$ cat src/rtl/tick_interval_meter.sv
// Measures the clock-cycle interval between successive 1-cycle ticks, flags
// out-of-tolerance periods, tracks lock and detects loss of ticks.
module tick_interval_meter #(
    parameter int unsigned M       = 10,
    parameter int unsigned TOL     = 0,
    parameter int unsigned LOCK_N  = 4,
    parameter int unsigned TIMEOUT = 40,
    parameter int unsigned W       = 16
) (
    input  logic         clk,
    input  logic         reset,
    input  logic         tick_in,
    input  logic         clear,
    output logic [W-1:0] period,
    output logic         period_valid,
    output logic         err_tick,
    output logic         locked,
    output logic         timeout
);

    localparam int unsigned GW       = $clog2(LOCK_N + 1);
    localparam logic [W:0]  LO       = (W+1)'(M - TOL);
    localparam logic [W:0]  HI       = (W+1)'(M + TOL);
    localparam logic [W-1:0] CNT_MAX = W'(TIMEOUT);
    localparam logic [GW-1:0] GOOD_MAX = GW'(LOCK_N);
    localparam logic [GW:0] LOCK_THR = (GW+1)'(LOCK_N);

    typedef enum logic [1:0] {
        ST_IDLE,
        ST_MEASURE,
        ST_TIMEOUT
    } state_t;

    state_t          state;
    logic [W-1:0]    cnt;
    logic [GW-1:0]   good_cnt;
    logic            in_tol_c;
    logic [GW:0]     good_inc_c;

    // Tolerance window check done one bit wider so M+TOL never wraps
    assign in_tol_c   = ({1'b0, cnt} >= LO) && ({1'b0, cnt} <= HI);
    assign good_inc_c = {1'b0, good_cnt} + (GW+1)'(1);

    always_ff @(posedge clk) begin
        period_valid <= 1'b0;
        err_tick     <= 1'b0;
        if (reset || clear) begin
            state    <= ST_IDLE;
            cnt      <= '0;
            good_cnt <= '0;
            period   <= '0;
            locked   <= 1'b0;
            timeout  <= 1'b0;
        end else begin
            if (tick_in)
                cnt <= W'(1);
            else if (cnt != CNT_MAX)
                cnt <= cnt + W'(1);

            case (state)
                ST_IDLE: begin
                    if (tick_in)
                        state <= ST_MEASURE;
                end
                ST_MEASURE: begin
                    if (tick_in) begin
                        period       <= cnt;
                        period_valid <= 1'b1;
                        if (in_tol_c) begin
                            good_cnt <= (good_inc_c >= LOCK_THR) ? GOOD_MAX : good_inc_c[GW-1:0];
                            if (good_inc_c >= LOCK_THR)
                                locked <= 1'b1;
                        end else begin
                            err_tick <= 1'b1;
                            good_cnt <= '0;
                            locked   <= 1'b0;
                        end
                    end else if (cnt == CNT_MAX) begin
                        // TIMEOUT cycles have now elapsed since the last tick
                        state    <= ST_TIMEOUT;
                        timeout  <= 1'b1;
                        locked   <= 1'b0;
                        good_cnt <= '0;
                    end
                end
                ST_TIMEOUT: begin
                    if (tick_in) begin
                        state   <= ST_MEASURE;
                        timeout <= 1'b0;
                    end
                end
                default: state <= ST_IDLE;
            endcase
        end
    end

endmodule

$ cat config.mk
export PLATFORM = sky130hd
export DESIGN_NAME = tick_interval_meter
export DESIGN_NICKNAME = d
export VERILOG_FILES = /design/src/rtl/tick_interval_meter.sv
export SDC_FILE = /design/constraint.sdc
export NUM_CORES = 1
export LEC_CHECK = 0
export ABC_AREA = 1
export CORE_UTILIZATION = 48
export DETAILED_ROUTE_END_ITERATION = 10
export PLACE_DENSITY_LB_ADDON = 0.25
export SKIP_CTS_REPAIR_TIMING = 1
export SLEW_MARGIN = 10
export SYNTH_ARGS = -nofsm -noshare
export SYNTH_HDL_FRONTEND = slang
export SYNTH_SLANG_ARGS = --single-unit
$ cat constraint.sdc
create_clock -name clk -period 1.3 [get_ports clk]
set_input_delay 0.13 -clock clk [delete_from_list [all_inputs] [get_ports clk]]
set_output_delay 0.13 -clock clk [all_outputs]
set_load 0.05 [all_outputs]
==> results of run 1 <==
## metrics by stage
stage               power, mW  worst slack (ns)  hold WS [ns]  std cells
detailed placement       1.43            -0.115         0.490        357
CTS                      2.65            -0.147         0.506        365
finish                   2.67            -0.126         0.502        372
global placement         1.42           -0.0529         0.483        357
floorplan                1.36           0.00110         0.291        259
global route             2.74            -0.192         0.526        372
## path summary, 6_finish.rpt
path              startpoint     endpoint  slack [ns]  depth (start not counted)
setup reg to reg      cnt[6]  good_cnt[2]       -0.13                          7
setup / recovery      cnt[6]  good_cnt[2]       -0.13                          7
hold reg to reg   period[13]   period[13]        0.50                          2
hold / removal    period[13]   period[13]        0.50                          2
## routing by layer
metal	global-route usage [%]	part of all wire, %	vias to the layer above
met5	0	0	-
met4	12.8	3.0	0
met3	6.51	6.7	20
met2	40.1	48	87
met1	32.3	43	920
li1	-	-	967
## cell usage after synthesis, types with 2 or more instances
master	number
sky130_fd_sc_hd__a21oi_1	33
sky130_fd_sc_hd__buf_2	3
sky130_fd_sc_hd__clkbuf_1	4
sky130_fd_sc_hd__dfxtp_1	41
sky130_fd_sc_hd__ha_1	4
sky130_fd_sc_hd__inv_1	26
sky130_fd_sc_hd__nand2_1	57
sky130_fd_sc_hd__nand2_2	8
sky130_fd_sc_hd__nand3_1	30
sky130_fd_sc_hd__nor2_1	26
sky130_fd_sc_hd__nor2_2	3
sky130_fd_sc_hd__nor2_4	4
sky130_fd_sc_hd__nor3_1	2
sky130_fd_sc_hd__o21ai_0	6
sky130_fd_sc_hd__or2_0	2
## report_power, final
part | total, mW | switching, mW | internal, mW
Sequential | 1.26 | 0.00755 | 1.26
Combinational | 0.153 | 0.0898 | 0.0633
Clock | 1.25 | 0.488 | 0.763
Total | 2.67 | 0.585 | 2.08
## logic make-up after synthesis
logic type / after synthesis / share of synthesized area (%)
AOI/OAI and AO/OA: 42 / 12.1
buffers and inverters: 35 / 7.57
and+or+nand+nor: 136 / 33.6
DFF: 41 / 43.6
adders and majority gates: 4 / 2.66
xor gates and xnor gates: 1 / 0.465
## area by class of cell
class	count	area, um2	area share, %
flip-flops and latches	41	841	28.2
repair buffers	65	771	25.8
multi-input cells	183	1070	35.8
clock buffers	5	68.8	2.31
well taps	48	60.1	2.01
inverters	27	109	3.65
clock inverters	3	65.1	2.18
## layout by cell type, fill, tap and decap left out, types with 5 or more instances in the layout
master and count:
sky130_fd_sc_hd__nand3_1 25, sky130_fd_sc_hd__nor2_4 9, sky130_fd_sc_hd__dfxtp_1 31, sky130_fd_sc_hd__nor2_1 20
sky130_fd_sc_hd__buf_4 40, sky130_fd_sc_hd__inv_1 22, sky130_fd_sc_hd__clkbuf_8 5, sky130_fd_sc_hd__nand2_1 54
sky130_fd_sc_hd__nand2_2 8, sky130_fd_sc_hd__buf_12 22, sky130_fd_sc_hd__dfxtp_2 7, sky130_fd_sc_hd__a21oi_1 29
## flip-flops by register name, summed over array words and instances, names as in the netlist
signal        cells
good_cnt          3
locked            1
period           16
cnt              16
timeout           1
state             2
err_tick          1
period_valid      1
## worst register-to-register path: stages (launching register included)
cell	delay (ns)
sky130_fd_sc_hd__dfxtp_2	0.36
sky130_fd_sc_hd__nor2_1	0.17
sky130_fd_sc_hd__nand2_2	0.12
sky130_fd_sc_hd__nor2_4	0.14
sky130_fd_sc_hd__nand2_4	0.10
sky130_fd_sc_hd__a21oi_4	0.23
sky130_fd_sc_hd__nand2_2	0.09
sky130_fd_sc_hd__a21oi_2	0.16
==> impl_metrics.py, run 1 <==
metrics = {
    "run_status": {
        "outcome": "complete, but fails checks",
        "violations_in_the_final_reports": "setup timing",
    },
    "synth": {
        "post_synth.cell_area_avg_um2": 7.27,
        "number_of_warnings_printed_during_yosys_synthesis": 0,
        "synth.distinct_cells": 25,
        "mappedNetlistNets": 267,
        "leading_cell_types_by_total_area_after_synthesis": "sky130_fd_sc_hd__dfxtp_1 44%, sky130_fd_sc_hd__nand2_1 11%, sky130_fd_sc_hd__a21oi_1 8.8%",
        "synth-seq-area-share_pct": 43.6,
        "syn-instance-count": 259,
        "netlist_area_mm2": 0.00188,
        "synth.top_cell.area_share_pct": 43.6,
        "synthDominantAreaCellType": "sky130_fd_sc_hd__dfxtp_1",
        "ys_dominant_reg_cell": "sky130_fd_sc_hd__dfxtp_1",
        "synth-seq-cells": 41,
        "ys_async_sr_fraction_pct": 0,
        "synth-edff-count": 0,
    },
    "floorplanning": {
        "die_width_um": 64.6,
        "io-pin-count": 24,
        "floorplan.rows": 22,
        "floorplan.die.height_um": 64.6,
        "start_util_pct": 50.7,
        "core_mm2": 0.00372,
        "die_area_mm2": 0.00418,
    },
    "worst_setup_path": {
        "worst_path_max_delay_cell": "sky130_fd_sc_hd__dfxtp_2",
        "timing.critical_path.slowest_cell_delay_ns": 0.36,
        "crit_family": "simple AND/OR/NAND/NOR gates",
        "endpoint_kind": "flip-flop",
        "critical_path_buf_inv_count": 0,
        "path_max_fanout": 5,
        "cp-start-kind": "flip-flop",
        "worstPathRequired_ns": 1.54,
        "list_of_cells_traversed_by_the_critical_path": "nor2_1 -> nand2_2 -> nor2_4 -> nand2_4 -> a21oi_4 -> nand2_2 -> a21oi_2",
        "critPathKind": "reg -> reg",
        "timing.critical_path.mode_cell": "sky130_fd_sc_hd__nand2_2",
        "worstPathArrival_ns": 1.67,
    },
    "grt": {
        "grt_start_max_net_pins": 16,
        "first_global_vias": 1735,
        "grtUsageTotal_pct": 25.6,
        "antenna_found_initial": 0,
        "grt_overflow": 0,
        "grt_pass1_wl_mm": 8.01,
    },
    "final_layout": {
        "finish.net_count": 331,
        "n_fill_cell": 236,
        "area_growth_syn_to_layout_pct": 58.3,
        "drive_gt1_share_pct": 38.6,
        "utilization_pct": 80.2,
        "final_area_mm2": 0.00298,
        "ant_cells": 0,
    },
    "clock_tree": {
        "sinks_on_the_clock_net": 41,
        "clockBufferDepth": 2,
        "clock_tree.root_cell": "sky130_fd_sc_hd__clkbuf_8",
        "clkLatencyLatePin_ns": 0.31,
        "cts_inserted_buffers": 5,
        "cts_tree": "yes",
        "clkSlewWorstSetupHoldPaths_ns": 0.08,
        "clock_tree.htree_level_count": 2,
    },
    "timing": {
        "finalSetupViolCount": 8,
        "clock_skew_ns": 0.00713,
        "clock.fmax_ghz": 0.701,
        "grt_setup_unrepaired": "yes",
        "final_period_minus_worst_setup_slack_ns": 1.43,
        "timing_max_transition_violations_final": 0,
        "setup_ws_ns": -0.126,
        "worstMarginPinSlew_ns": 0.397,
        "min_period_over_period_pct": 110,
        "finalSetupTns_ns": -0.473,
        "max_slew_margin_pct": 73.5,
        "hold_viol": 0,
    },
    "drt": {
        "wl_per_cell_um": 15.0,
        "dr_total_vias": 1994,
        "detail_route.first_pass.iterations": 6,
        "drt-initial-drc-count": 175,
        "post_drt_via_cell_ratio": 5.36,
        "drt_drc_violations_left": 0,
        "drt_wl_total_mm": 5.59,
        "drtAntennaViolNets": 0,
    },
    "power": {
        "cellLeakagePower_nw": 1.12,
        "worst_ir_drop_vdd_mv": 1.01,
        "ratio_of_total_power_to_cell_area_mw_per_mm2": 894,
    },
    "placement": {
        "standard_cell_area_after_detailed_placement_mm2": 0.00264,
        "place_congestion": 0.840,
        "port-buffer-count": 23,
        "dp_hpwl_mm": 3.55,
    },
    "run": {
        "max_cap_check_violation_count": 0,
    },
    "hold_path": {
        "worst_hold_path_type": "reg -> reg",
    },
}
No activity file was read; power rests on OpenSTA's default activity.
==> run 2, diff against run 1 <==
- CORE_MARGIN: default -> 2
==> impl_metrics.py, run 2 (synthesized netlist as in run 1, its figures left out) <==
metrics = {
    "drt": {
        "drt_wl_total_mm": 4.77,
        "post_drt_via_cell_ratio": 5.18,
        "drtAntennaViolNets": 0,
        "drt_drc_violations_left": 0,
        "wl_per_cell_um": 13.2,
        "detail_route.first_pass.iterations": 4,
        "drt-initial-drc-count": 89,
        "dr_total_vias": 1865,
    },
    "timing": {
        "min_period_over_period_pct": 107,
        "clock.fmax_ghz": 0.720,
        "timing_max_transition_violations_final": 0,
        "max_slew_margin_pct": 78.7,
        "hold_viol": 0,
        "final_period_minus_worst_setup_slack_ns": 1.39,
        "worstMarginPinSlew_ns": 0.319,
        "setup_ws_ns": -0.0893,
        "clock_skew_ns": 0.00542,
        "grt_setup_unrepaired": "yes",
        "finalSetupViolCount": 9,
    },
    "placement": {
        "standard_cell_area_after_detailed_placement_mm2": 0.00257,
        "port-buffer-count": 23,
        "place_ws_ns": -0.100,
        "place_inst": 349,
        "dp_hpwl_mm": 3.23,
        "place_congestion": 0.874,
    },
    "worst_setup_path": {
        "critical_path_buf_inv_count": 2,
        "critPathKind": "reg -> reg",
        "list_of_cells_traversed_by_the_critical_path": "inv_2 -> ha_4 -> nand3_2 -> nor2_4 -> nand2_4 -> buf_4 -> a21oi_2 -> nor2_1",
        "worstPathArrival_ns": 1.58,
        "worstPathRequired_ns": 1.49,
        "path_max_fanout": 5,
        "crit_family": "simple AND/OR/NAND/NOR gates",
        "timing.critical_path.slowest_cell_delay_ns": 0.37,
        "cp-start-kind": "flip-flop",
        "worst_path_max_delay_cell": "sky130_fd_sc_hd__dfxtp_4",
        "endpoint_kind": "flip-flop",
    },
    "clock_tree": {
        "clock_tree.htree_level_count": 2,
        "clockBufferDepth": 2,
        "cts_tree": "yes",
        "cts_inserted_buffers": 5,
        "clkSlewWorstSetupHoldPaths_ns": 0.08,
        "sinks_on_the_clock_net": 41,
        "clkLatencyLatePin_ns": 0.30,
        "clock_tree.root_cell": "sky130_fd_sc_hd__clkbuf_8",
    },
    "run": {
        "max_cap_check_violation_count": 0,
    },
    "grt": {
        "grt_pass1_wl_mm": 7.58,
        "grt_start_max_net_pins": 19,
        "grtUsageTotal_pct": 22.5,
        "grt_overflow": 0,
        "antenna_found_initial": 0,
        "first_global_vias": 1802,
    },
    "final_layout": {
        "multi_input_comb_area_mm2": 0.00101,
        "drive_gt1_share_pct": 34.3,
        "sequential_cell_area_um2": 841,
        "biggest_registers_after_layout": "cnt (16), period (16), good_cnt (3)",
        "layout_common_cells": "56 x sky130_fd_sc_hd__nand2_1, 31 x sky130_fd_sc_hd__dfxtp_1, 28 x sky130_fd_sc_hd__nand3_1, 28 x sky130_fd_sc_hd__a21oi_1, 28 x sky130_fd_sc_hd__buf_4",
        "finish.net_count": 319,
        "ant_cells": 0,
        "commonest_non_fill_non_tap_cell_in_the_layout": "sky130_fd_sc_hd__nand2_1",
        "area_growth_syn_to_layout_pct": 47.8,
        "final_cell_count_without_fillers": 360,
        "n_fill_cell": 266,
        "final_area_mm2": 0.00278,
    },
    "hold_path": {
        "worst_hold_path_type": "reg -> reg",
    },
    "floorplanning": {
        "core_mm2": 0.00372,
        "die_width_um": 66.6,
        "die_area_mm2": 0.00444,
        "io-pin-count": 24,
        "floorplan.rows": 22,
        "start_util_pct": 50.7,
        "floorplan.die.height_um": 66.6,
    },
    "power": {
        "ratio_of_total_power_to_cell_area_mw_per_mm2": 802,
        "worst_ir_drop_vdd_mv": 0.663,
        "cellLeakagePower_nw": 1.03,
    },
    "run_status": {
        "outcome": "complete, but fails checks",
        "violations_in_the_final_reports": "setup timing",
    },
}
run 2: cell count changes in the layout (fill, tap and decap cells not counted), sizes merged:
cell and delta:
bufinv -2, clkinv +1, buf -12, clkinvlp +1
run 2: cell type report:
class	instances	share of cell area (%)
Clock buffer	5	2.47
Clock inverter	3	0.629
Inverter	27	3.82
Multi-Input combinational cell	183	36.2
Sequential cell	41	30.2
Tap cell	48	2.16
Timing Repair Buffer	53	24.5
run 2: per-layer routing:
layer | GRT usage (%) | up-vias | wire, um
met1 | 25.7 | 866 | 1990
met5 | 0 | - | 0
met3 | 5.57 | 15 | 176
li1 | - | 941 | -
met2 | 39.3 | 43 | 2450
met4 | 10.5 | 0 | 146
run 2: report_power, final:
part           total, mW  internal [mW]  switching (mW)
logic              0.144         0.0624          0.0820
registers           1.26           1.26         0.00679
clock network      0.824          0.371           0.453
total               2.23           1.69           0.542
run 2: per-stage QoR:
| step | power [mW] | hold slack, ns | utilization, % | setup TNS [ns] |
|---|---|---|---|---|
| after floorplan | 1.36 | 0.291 | - | 0 |
| after global placement | 1.43 | 0.485 | 69.3 | -0.175 |
| after detailed placement | 1.43 | 0.490 | 69.3 | -0.735 |
| after CTS | 2.23 | 0.503 | 71.6 | -1.37 |
| after global routing | 2.31 | 0.507 | 74.9 | -1.58 |
| final | 2.23 | 0.499 | 74.9 | -0.483 |
run 2: path summary, 6_finish.rpt:
check                               start         to  slack [ns]  depth (start not counted)
worst max-delay path               cnt[1]     cnt[2]       -0.09                          8
worst min-delay path            period[3]  period[3]        0.50                          2
worst max register to register     cnt[1]     cnt[2]       -0.09                          8
worst min register to register  period[3]  period[3]        0.50                          2
run 2: worst register-to-register path, stage by stage (launching register included):
cell                      delay [ns]
sky130_fd_sc_hd__dfxtp_4        0.37
sky130_fd_sc_hd__inv_2          0.08
sky130_fd_sc_hd__ha_4           0.13
sky130_fd_sc_hd__nand3_2        0.09
sky130_fd_sc_hd__nor2_4         0.13
sky130_fd_sc_hd__nand2_4        0.10
sky130_fd_sc_hd__buf_4          0.17
sky130_fd_sc_hd__a21oi_2        0.15
sky130_fd_sc_hd__nor2_1         0.07
==> run 3, diff against run 2 <==
- PLACE_DENSITY: default -> 0.73
- PLACE_DENSITY_LB_ADDON: 0.25 -> default
==> impl_metrics.py, run 3 (synthesized netlist as in run 1, its figures left out) <==
metrics = {
    "worst_setup_path": {
        "worstPathRequired_ns": 1.50,
        "slack_of_the_worst_reg_to_reg_path_ns": -0.09,
        "path_max_fanout": 4,
        "timing.rr.start": "cnt[3]",
        "reg2regPathDepth": 9,
        "cp-start-kind": "flip-flop",
        "worstPathArrival_ns": 1.59,
        "critPathCapture": "locked",
        "worstSetupStartpoint": "cnt[3]",
        "critPathKind": "reg -> reg",
        "endpoint_kind": "flip-flop",
        "r2r_end": "locked",
    },
    "timing": {
        "setup_ws_ns": -0.0920,
        "timing_max_transition_violations_final": 0,
        "grt_setup_unrepaired": "yes",
        "clock_skew_ns": 0.00722,
        "clock.fmax_ghz": 0.718,
        "finalSetupViolCount": 14,
        "final_period_minus_worst_setup_slack_ns": 1.39,
        "min_period_over_period_pct": 107,
        "max_slew_margin_pct": 75.8,
        "worstMarginPinSlew_ns": 0.363,
        "hold_viol": 0,
    },
    "placement": {
        "port-buffer-count": 23,
        "place_congestion": 0.867,
        "dp_hpwl_mm": 3.30,
        "place_ws_ns": -0.158,
    },
    "hold_path": {
        "worst_hold_path_type": "reg -> reg",
    },
    "grt": {
        "grtUsageTotal_pct": 22.4,
        "antenna_found_initial": 0,
        "grt_start_max_net_pins": 22,
        "first_global_vias": 1742,
        "grt_overflow": 0,
        "grt_pass1_wl_mm": 7.46,
    },
    "drt": {
        "dr_total_vias": 1871,
        "drtAntennaViolNets": 0,
        "detail_route.first_pass.iterations": 4,
        "post_drt_via_cell_ratio": 5.13,
        "wl_per_cell_um": 13.4,
        "drt_wl_total_mm": 4.88,
        "drt_drc_violations_left": 0,
        "drt-initial-drc-count": 160,
    },
    "final_layout": {
        "layout_common_cells": "56 x sky130_fd_sc_hd__nand2_1, 35 x sky130_fd_sc_hd__dfxtp_1, 34 x sky130_fd_sc_hd__buf_4, 26 x sky130_fd_sc_hd__a21oi_1, 25 x sky130_fd_sc_hd__nand3_1",
        "ant_cells": 0,
        "commonest_non_fill_non_tap_cell_in_the_layout": "sky130_fd_sc_hd__nand2_1",
        "area_growth_syn_to_layout_pct": 51.2,
        "finish.net_count": 325,
        "drive_gt1_share_pct": 35.0,
        "biggest_registers_after_layout": "cnt (16), period (16), good_cnt (3)",
    },
    "clock_tree": {
        "clockBufferDepth": 2,
        "cts_inserted_buffers": 5,
        "sinks_on_the_clock_net": 41,
        "clock_tree.root_cell": "sky130_fd_sc_hd__clkbuf_8",
        "clkLatencyLatePin_ns": 0.29,
        "cts_tree": "yes",
        "clkSlewWorstSetupHoldPaths_ns": 0.08,
        "clock_tree.htree_level_count": 2,
    },
    "power": {
        "ratio_of_total_power_to_cell_area_mw_per_mm2": 785,
        "cellLeakagePower_nw": 1.08,
        "post-layout-total-power_mw": 2.24,
        "worst_ir_drop_vdd_mv": 0.595,
    },
    "floorplanning": {
        "io-pin-count": 24,
        "die_width_um": 66.6,
        "core_mm2": 0.00372,
        "die_area_mm2": 0.00444,
        "floorplan.die.height_um": 66.6,
        "floorplan.rows": 22,
        "start_util_pct": 50.7,
    },
    "run": {
        "max_cap_check_violation_count": 0,
    },
    "run_status": {
        "violations_in_the_final_reports": "setup timing",
        "outcome": "complete, but fails checks",
    },
}
run 3: cell types whose count changed in the layout (fill, tap and decap cells not counted), sizes merged:
cell	before	now
clkinvlp	1	0
clkbuf	5	7
clkinv	2	0
buf	50	56
run 3: final cells by class:
cell class / instances / area (um2)
flip-flops and latches: 41 / 836
multi-input cells: 183 / 1050
clock buffers: 7 / 86.3
well taps: 48 / 60.1
repair buffers: 59 / 708
inverters: 27 / 109
fillers: 246 / 870
run 3: worst min-delay path by stage:
stage                     startpoint        end  slack, ns  cells after the start
after floorplan              tick_in     cnt[2]       0.29                      3
after global placement     period[1]  period[1]       0.48                      2
after detailed placement   period[1]  period[1]       0.49                      2
after CTS                  period[1]  period[1]       0.50                      2
after global routing       period[1]  period[1]       0.52                      2
final                      period[1]  period[1]       0.50                      2
run 3: where the power goes:
group          leakage [nW]  switching (mW)  internal, mW  total, mW
combinational         0.699          0.0858        0.0531      0.139
clock                0.0443           0.413         0.421      0.834
sequential            0.334         0.00643          1.26       1.26
total                  1.08           0.505          1.73       2.24
run 3: metal layers:
layer	track usage [%]	vias to the layer above	part of all wire, %
li1	-	946	-
met1	24.7	860	39
met2	39.8	55	53
met3	6.42	10	5.7
met4	9.95	0	2.1
met5	0	-	0
run 3: through the flow:
stage | utilization [%] | instances | cell area (um2) | hold slack, ns | TNS (ns)
2_1_floorplan | - | 259 | 1900 | 0.291 | 0
3_3_place_gp | 69.6 | 354 | 2590 | 0.485 | -0.843
3_5_place_dp | 69.6 | 354 | 2590 | 0.491 | -2.51
4_1_cts | 72.0 | 361 | 2670 | 0.501 | -0.406
5_1_grt | 76.6 | 365 | 2850 | 0.517 | -2.32
6_report | 76.6 | 365 | 2850 | 0.501 | -0.673
run 3: critical path, cell delays in order (launching register included):
cell,delay [ns]
sky130_fd_sc_hd__dfxtp_4,0.38
sky130_fd_sc_hd__inv_4,0.05
sky130_fd_sc_hd__nor2_1,0.12
sky130_fd_sc_hd__nand2_1,0.11
sky130_fd_sc_hd__nor2_2,0.17
sky130_fd_sc_hd__nand2_4,0.11
sky130_fd_sc_hd__a21oi_4,0.18
sky130_fd_sc_hd__nand2_1,0.08
sky130_fd_sc_hd__nand2_1,0.06
sky130_fd_sc_hd__nor2_1,0.03
